### config.mk
export PLATFORM = sky130hd
export DESIGN_NAME = rf_wr_queue
export DESIGN_NICKNAME = d
export VERILOG_FILES = /design/src/rtl/rf_wr_queue.sv
export SDC_FILE = /design/constraint.sdc
export NUM_CORES = 1
export LEC_CHECK = 0
export BUFFER_PORTS_ARGS = -buffer_cell sky130_fd_sc_hd__buf_2
export CAP_MARGIN = 20
export CORE_MARGIN = 2
export CORE_UTILIZATION = 45
export DETAILED_ROUTE_END_ITERATION = 8
export PLACE_DENSITY = 0.69
export SLEW_MARGIN = 20
export SYNTH_ARGS = -nofsm -noshare
export SYNTH_HDL_FRONTEND = slang
export SYNTH_SLANG_ARGS = --single-unit
### constraint.sdc
create_clock -name clk -period 12.9 [get_ports clk]
set_clock_uncertainty 0.2 [all_clocks]
set_input_delay 0.645 -clock clk [delete_from_list [all_inputs] [get_ports clk]]
set_output_delay 0.645 -clock clk [all_outputs]
set_load 0.1 [all_outputs]
### src/rtl/rf_wr_queue.sv
`default_nettype none
// ============================================================================
//  Module   : rf_wr_queue
//  Purpose  : Write-side requester for the triple-ported register file.
//             Collects up to two results per cycle (load, then ALU), keeps
//             them in an in-order circular queue and retires one entry per
//             cycle onto the register file's single write port. Optionally
//             forwards still-queued values to two decode read lookups.
//  Ports    : clk, rst               - clock, async active-high reset
//             ld_we/ld_addr/ld_data  - load result (older of the pair)
//             alu_we/alu_addr/alu_data - ALU result (younger of the pair)
//             dst_addr/dst/we        - register file write port
//             rd0_addr/rd1_addr      - decode read addresses for lookup
//             hit0/hit1, fwd0/fwd1   - forwarding match flags and data
//             full/empty/ovf         - stall, idle and sticky-overflow flags
//  Config   : RF_WQ_FWD_EN - when defined, forwarding comparators are built;
//             otherwise hit*/fwd* are tied to zero.
//  Revision : 1.0 - initial release
// ============================================================================
module rf_wr_queue #(
   parameter int DEPTH = 4,
   parameter int AW    = 4,
   parameter int DW    = 16
) (
   input  logic          clk,
   input  logic          rst,
   input  logic          ld_we,
   input  logic [AW-1:0] ld_addr,
   input  logic [DW-1:0] ld_data,
   input  logic          alu_we,
   input  logic [AW-1:0] alu_addr,
   input  logic [DW-1:0] alu_data,
   output logic [AW-1:0] dst_addr,
   output logic [DW-1:0] dst,
   output logic          we,
   input  logic [AW-1:0] rd0_addr,
   input  logic [AW-1:0] rd1_addr,
   output logic          hit0,
   output logic          hit1,
   output logic [DW-1:0] fwd0,
   output logic [DW-1:0] fwd1,
   output logic          full,
   output logic          empty,
   output logic          ovf
);

   localparam int c_PW = (DEPTH > 1) ? $clog2(DEPTH) : 1;
   localparam int c_CW = c_PW + 1;

   // Entry storage carries no reset: validity is defined by count/pointers.
   logic [AW-1:0]   addr_q [DEPTH];
   logic [DW-1:0]   data_q [DEPTH];

   logic [c_PW-1:0] rd_ptr_q, rd_ptr_d;
   logic [c_PW-1:0] wr_ptr_q, wr_ptr_d;
   logic [c_CW-1:0] count_q,  count_d;
   logic            ovf_q,    ovf_d;

   logic            pop;
   logic            ld_v, alu_v;
   logic            ld_acc, alu_acc;
   logic [c_CW-1:0] space;
   logic [c_PW-1:0] alu_idx;

   // R0 is hardwired, so writes to it never occupy an entry.
   assign ld_v  = ld_we  && (ld_addr  != '0);
   assign alu_v = alu_we && (alu_addr != '0);

   // The head leaves on every edge while the queue is non-empty.
   assign pop = (count_q != '0);

   // Free slots at this edge, counting the slot released by the pop.
   assign space = c_CW'(DEPTH) - count_q + c_CW'(pop);

   // Acceptance is granted oldest-first, so the ALU push is the one dropped.
   assign ld_acc  = ld_v  && (space >= c_CW'(1));
   assign alu_acc = alu_v && (space >= (ld_acc ? c_CW'(2) : c_CW'(1)));

   // ALU lands behind the load when both are accepted.
   assign alu_idx = wr_ptr_q + c_PW'(ld_acc);

   always_comb begin
      rd_ptr_d = rd_ptr_q + c_PW'(pop);
      wr_ptr_d = wr_ptr_q + c_PW'(ld_acc) + c_PW'(alu_acc);
      count_d  = count_q + c_CW'(ld_acc) + c_CW'(alu_acc) - c_CW'(pop);
      ovf_d    = ovf_q | (ld_v & ~ld_acc) | (alu_v & ~alu_acc);
   end

   always_ff @(posedge clk or posedge rst) begin
      if (rst) begin
         rd_ptr_q <= '0;
         wr_ptr_q <= '0;
         count_q  <= '0;
         ovf_q    <= 1'b0;
      end else begin
         rd_ptr_q <= rd_ptr_d;
         wr_ptr_q <= wr_ptr_d;
         count_q  <= count_d;
         ovf_q    <= ovf_d;
      end
   end

   always_ff @(posedge clk) begin
      if (ld_acc) begin
         addr_q[wr_ptr_q] <= ld_addr;
         data_q[wr_ptr_q] <= ld_data;
      end
      if (alu_acc) begin
         addr_q[alu_idx] <= alu_addr;
         data_q[alu_idx] <= alu_data;
      end
   end

   // Write port and flags depend only on registered state, so they hold
   // steady across the register file's clock-low latch phase.
   assign we       = (count_q != '0);
   assign empty    = (count_q == '0);
   assign full     = (count_q > c_CW'(DEPTH - 2));
   assign ovf      = ovf_q;
   assign dst_addr = we ? addr_q[rd_ptr_q] : '0;
   assign dst      = we ? data_q[rd_ptr_q] : '0;

`ifdef RF_WQ_FWD_EN
   logic [c_PW-1:0] lk_idx;

   // Walk from head (oldest) to tail; later matches overwrite earlier ones,
   // leaving the youngest pending value. The head is included because it
   // has not yet committed in the register file.
   always_comb begin
      hit0   = 1'b0;
      hit1   = 1'b0;
      fwd0   = '0;
      fwd1   = '0;
      lk_idx = '0;
      for (int i = 0; i < DEPTH; i++) begin
         lk_idx = rd_ptr_q + c_PW'(i);
         if (c_CW'(i) < count_q) begin
            if ((rd0_addr != '0) && (addr_q[lk_idx] == rd0_addr)) begin
               hit0 = 1'b1;
               fwd0 = data_q[lk_idx];
            end
            if ((rd1_addr != '0) && (addr_q[lk_idx] == rd1_addr)) begin
               hit1 = 1'b1;
               fwd1 = data_q[lk_idx];
            end
         end
      end
   end
`else
   // Without forwarding, decode must wait for empty before reading.
   logic unused_rd;
   assign unused_rd = ^{rd0_addr, rd1_addr};
   assign hit0 = 1'b0;
   assign hit1 = 1'b0;
   assign fwd0 = '0;
   assign fwd1 = '0;
`endif

endmodule
`default_nettype wire
==> impl_metrics.csv <==
group,metric,value,unit
cells_and_area,drive_gt1_share,50.8,%
routing,drtPass1Iterations,4,
sta,tightest_slew,1.05,ns
status,run_status,"finished clean",
setup_path,max_stage_delay,0.81,ns
clock_network,worstSkewPairLatency,0.34,ns
sta,hold_viol,0,
setup_path,worstSetupPathType,"flop to flop",
min_path,hold_class,"input pin to async pin",
sta,min_period_over_period,39.7,%
clock_network,post_cts_resized,0,
floorplanning,core,0.0107,sq mm
floorplanning,die_h,108,microns
sta,final-setup-viol-count,0,
clock_network,htreeDepth,3,
cells_and_area,diodes,0,
clock_network,cts_setup_buffers,0,
global_routing,antenna_found_initial,0,
routing,viasPerCell,5.23,
setup_path,start_kind,"flop",
cells_and_area,multiInputGateArea,0.00209,sq mm
global_routing,gr-usage-met2,32.1,%
routing,avgRoutedWirePerCell,19.4,microns
setup_path,cp.required,12.68,ns
clock_network,clockBufferDepth,2,
sta,hold_slack,0.0322,ns
setup_path,setup.worst_path.end,"data_q[3][12]",
synthesis,synth.distinct_cells,37,
clock_network,cts-hold-fix-buffers,0,
routing,drtIter0Drc,103,
setup_path,arrival,4.90,ns
global_routing,met3_usage,4.40,%
synthesis,yosysSeqAreaShare,53.0,%
routing,wl,10.1,mm
setup_path,cp-startpoint,"count_q[2]",
synthesis,ys_ff_latch,88,
clock_network,cts_tree,"yes",
routing,vias,2730,
global_routing,gr-usage-all-layers,18.0,%
cells_and_area,final_cell_area,0.00545,sq mm
setup_path,critPathCaptureType,"flop",
floorplanning,start_util,45.7,%
setup_path,crit_family,"simple AND/OR/NAND/NOR gates",
clock_network,clock_tree.root_cell,"clkbuf_8",
clock_network,clk_pin_slew,0.08,ns
setup_path,cp.depth,13,
cells_and_area,fillers,957,
sta,min_period,5.12,ns
run,maxCapViolCount,0,
floorplanning,rows,38,
setup_path,path_max_fanout,23,
global_routing,grt_busiest_layer,"met2",
sta,rsz0062_at_grt,"false",
sta,drv_slew,0,
sta,max_freq,0.195,GHz
setup_path,cp_num_buf_inv,4,
routing,ant_nets,0,
routing,drc,0,
global_routing,grt_pass1_vias,2815,
cells_and_area,nNetsFinal,441,
place,dpl.cell_count,507,
place,placed_area,0.00530,sq mm
floorplanning,die_x,108,microns
global_routing,met1_usage,21.8,%
setup_path,crit_top_cell,"ha_1",
setup_path,path_cells,"nor3_2 -> buf_4 -> ha_1 -> inv_1 -> ha_1 -> nand2b_1 -> o21bai_1 -> inv_1 -> ha_1 -> xnor2_1 -> nor4b_4 -> buf_4 -> a31o_2",
floorplanning,ios,110,
place,port_buffers,67,
cells_and_area,finalNonFillerCells,522,
setup_path,cp_slowest_cell,"nor4b_4",
floorplanning,die-area,0.0118,sq mm
cells_and_area,seq_area,0.00260,sq mm
global_routing,grt_max_degree,24,
synthesis,netlist_area,0.00491,sq mm
setup_path,r2r_end,"data_q[3][12]",
place,place_congestion,0.778,
clock_network,cts_made_buffers,9,
global_routing,grt_overflow_total,0,
setup_path,reg2reg_from,"count_q[2]",
synthesis,syn_area_per_cell,15.9,sq um
global_routing,grt_pass1_wl,15.3,mm
synthesis,synthCells,308,
synthesis,yosysWarnings,0,
place,hpwl,6.49,mm
sta,slew_headroom,30.1,%
cells_and_area,areaGrowthSynthToFinish,11.0,%
clock_network,clock_sink_count,88,
setup_path,r2r_slack,7.78,ns
sta,setup_tns,0,ns
setup_path,reg2regPathDepth,13,
## cells in the mapped netlist, drive strengths merged
master / n / area [sq um]
edfxtp: 80 / 2400
mux2: 80 / 972
buf: 46 / 325
mux4: 20 / 450
nor2b: 20 / 125
inv: 11 / 41.3
ha: 9 / 113
dfrtp: 8 / 200
nor2: 3 / 11.3
xnor2: 3 / 26.3
a211o: 2 / 17.5
clkbuf: 2 / 7.51
fa: 2 / 40.0
nand2b: 2 / 12.5
nor3: 2 / 10.0
o41ai: 2 / 17.5
xor2: 2 / 25.0
a211oi: 1 / 12.5
a21o: 1 / 7.51
a31o: 1 / 8.76
a31oi: 1 / 6.26
conb: 1 / 3.75
nand2: 1 / 3.75
nand3: 1 / 5.00
nand4b: 1 / 8.76
nor4b: 1 / 15.0
o21ai: 1 / 5.00
o21bai: 1 / 7.51
o31ai: 1 / 7.51
o41a: 1 / 11.3
or4: 1 / 11.3
## cell usage in the layout, fill, tap and decap left out, types with 3 or more instances in the layout
cell type,n
mux4_2,20
inv_1,11
buf_2,67
ha_1,9
edfxtp_1,80
clkbuf_8,9
mux2_4,19
conb_1,34
buf_4,7
mux2_2,60
dfrtp_1,8
nor2b_1,20
xnor2_1,3
## state kept, by name (all words and copies together) (netlist names)
register / count
addr_q: 16
data_q: 64
rd_ptr_q: 2
count_q: 3
wr_ptr_q: 2
ovf: 1
## area by class of cell
class	count	area share [%]
Timing Repair Buffer	74	7.11
Clock inverter	5	0.459
Clock buffer	10	2.34
Sequential cell	88	47.7
Inverter	11	0.757
Multi-Input combinational cell	194	38.4
Tap cell	140	3.21
## layer usage
| metal | vias to the layer above | part of all wire (%) | wire length [microns] |
|---|---|---|---|
| li1 | 1245 | - | - |
| met1 | 1387 | 41 | 4190 |
| met2 | 90 | 52 | 5270 |
| met3 | 8 | 5.5 | 560 |
| met4 | 0 | 0.90 | 91 |
| met5 | - | 0 | 0 |
## stage by stage
| stage | setup slack [ns] | utilization (%) |
|---|---|---|
| floorplan | 7.51 | - |
| global placement | 7.85 | 49.3 |
| detailed placement | 7.76 | 49.3 |
| CTS | 7.68 | 50.7 |
| global route | 7.47 | 50.7 |
| finish | 7.78 | 50.7 |
## cells by family (layout without fill, tap and decap cells)
kind of cell             after synthesis  in the layout  synth area share [%]
multiplexers                         100            100                  29.0
flip-flops                            88             88                  53.0
buffers and inverters                 59            100                  7.62
AND/OR/NAND/NOR                       32             32                  4.13
AO/OA/AOI/OAI                         12             12                  2.06
adder cells (fa/ha/maj)               11             11                  3.11
XOR/XNOR                               5              5                  1.04
other                                  1             34                0.0764
## how the worst min path moves through the flow
| stage | from | end | slack, ns | cells after the start |
|---|---|---|---|---|
| after floorplan | rst | count_q[0] | 0.26 | 1 |
| after CTS | rst | count_q[1] | 0.03 | 2 |
| final | rst | rd_ptr_q[0] | 0.03 | 2 |
| after global routing | rst | rd_ptr_q[0] | 0.05 | 2 |
| after global placement | ovf | ovf | 0.27 | 1 |
| after detailed placement | ovf | ovf | 0.27 | 1 |
Power is left out: the tool's default activity adds up to more than one toggle a clock period on the data nets, which glitch-free logic cannot reach.
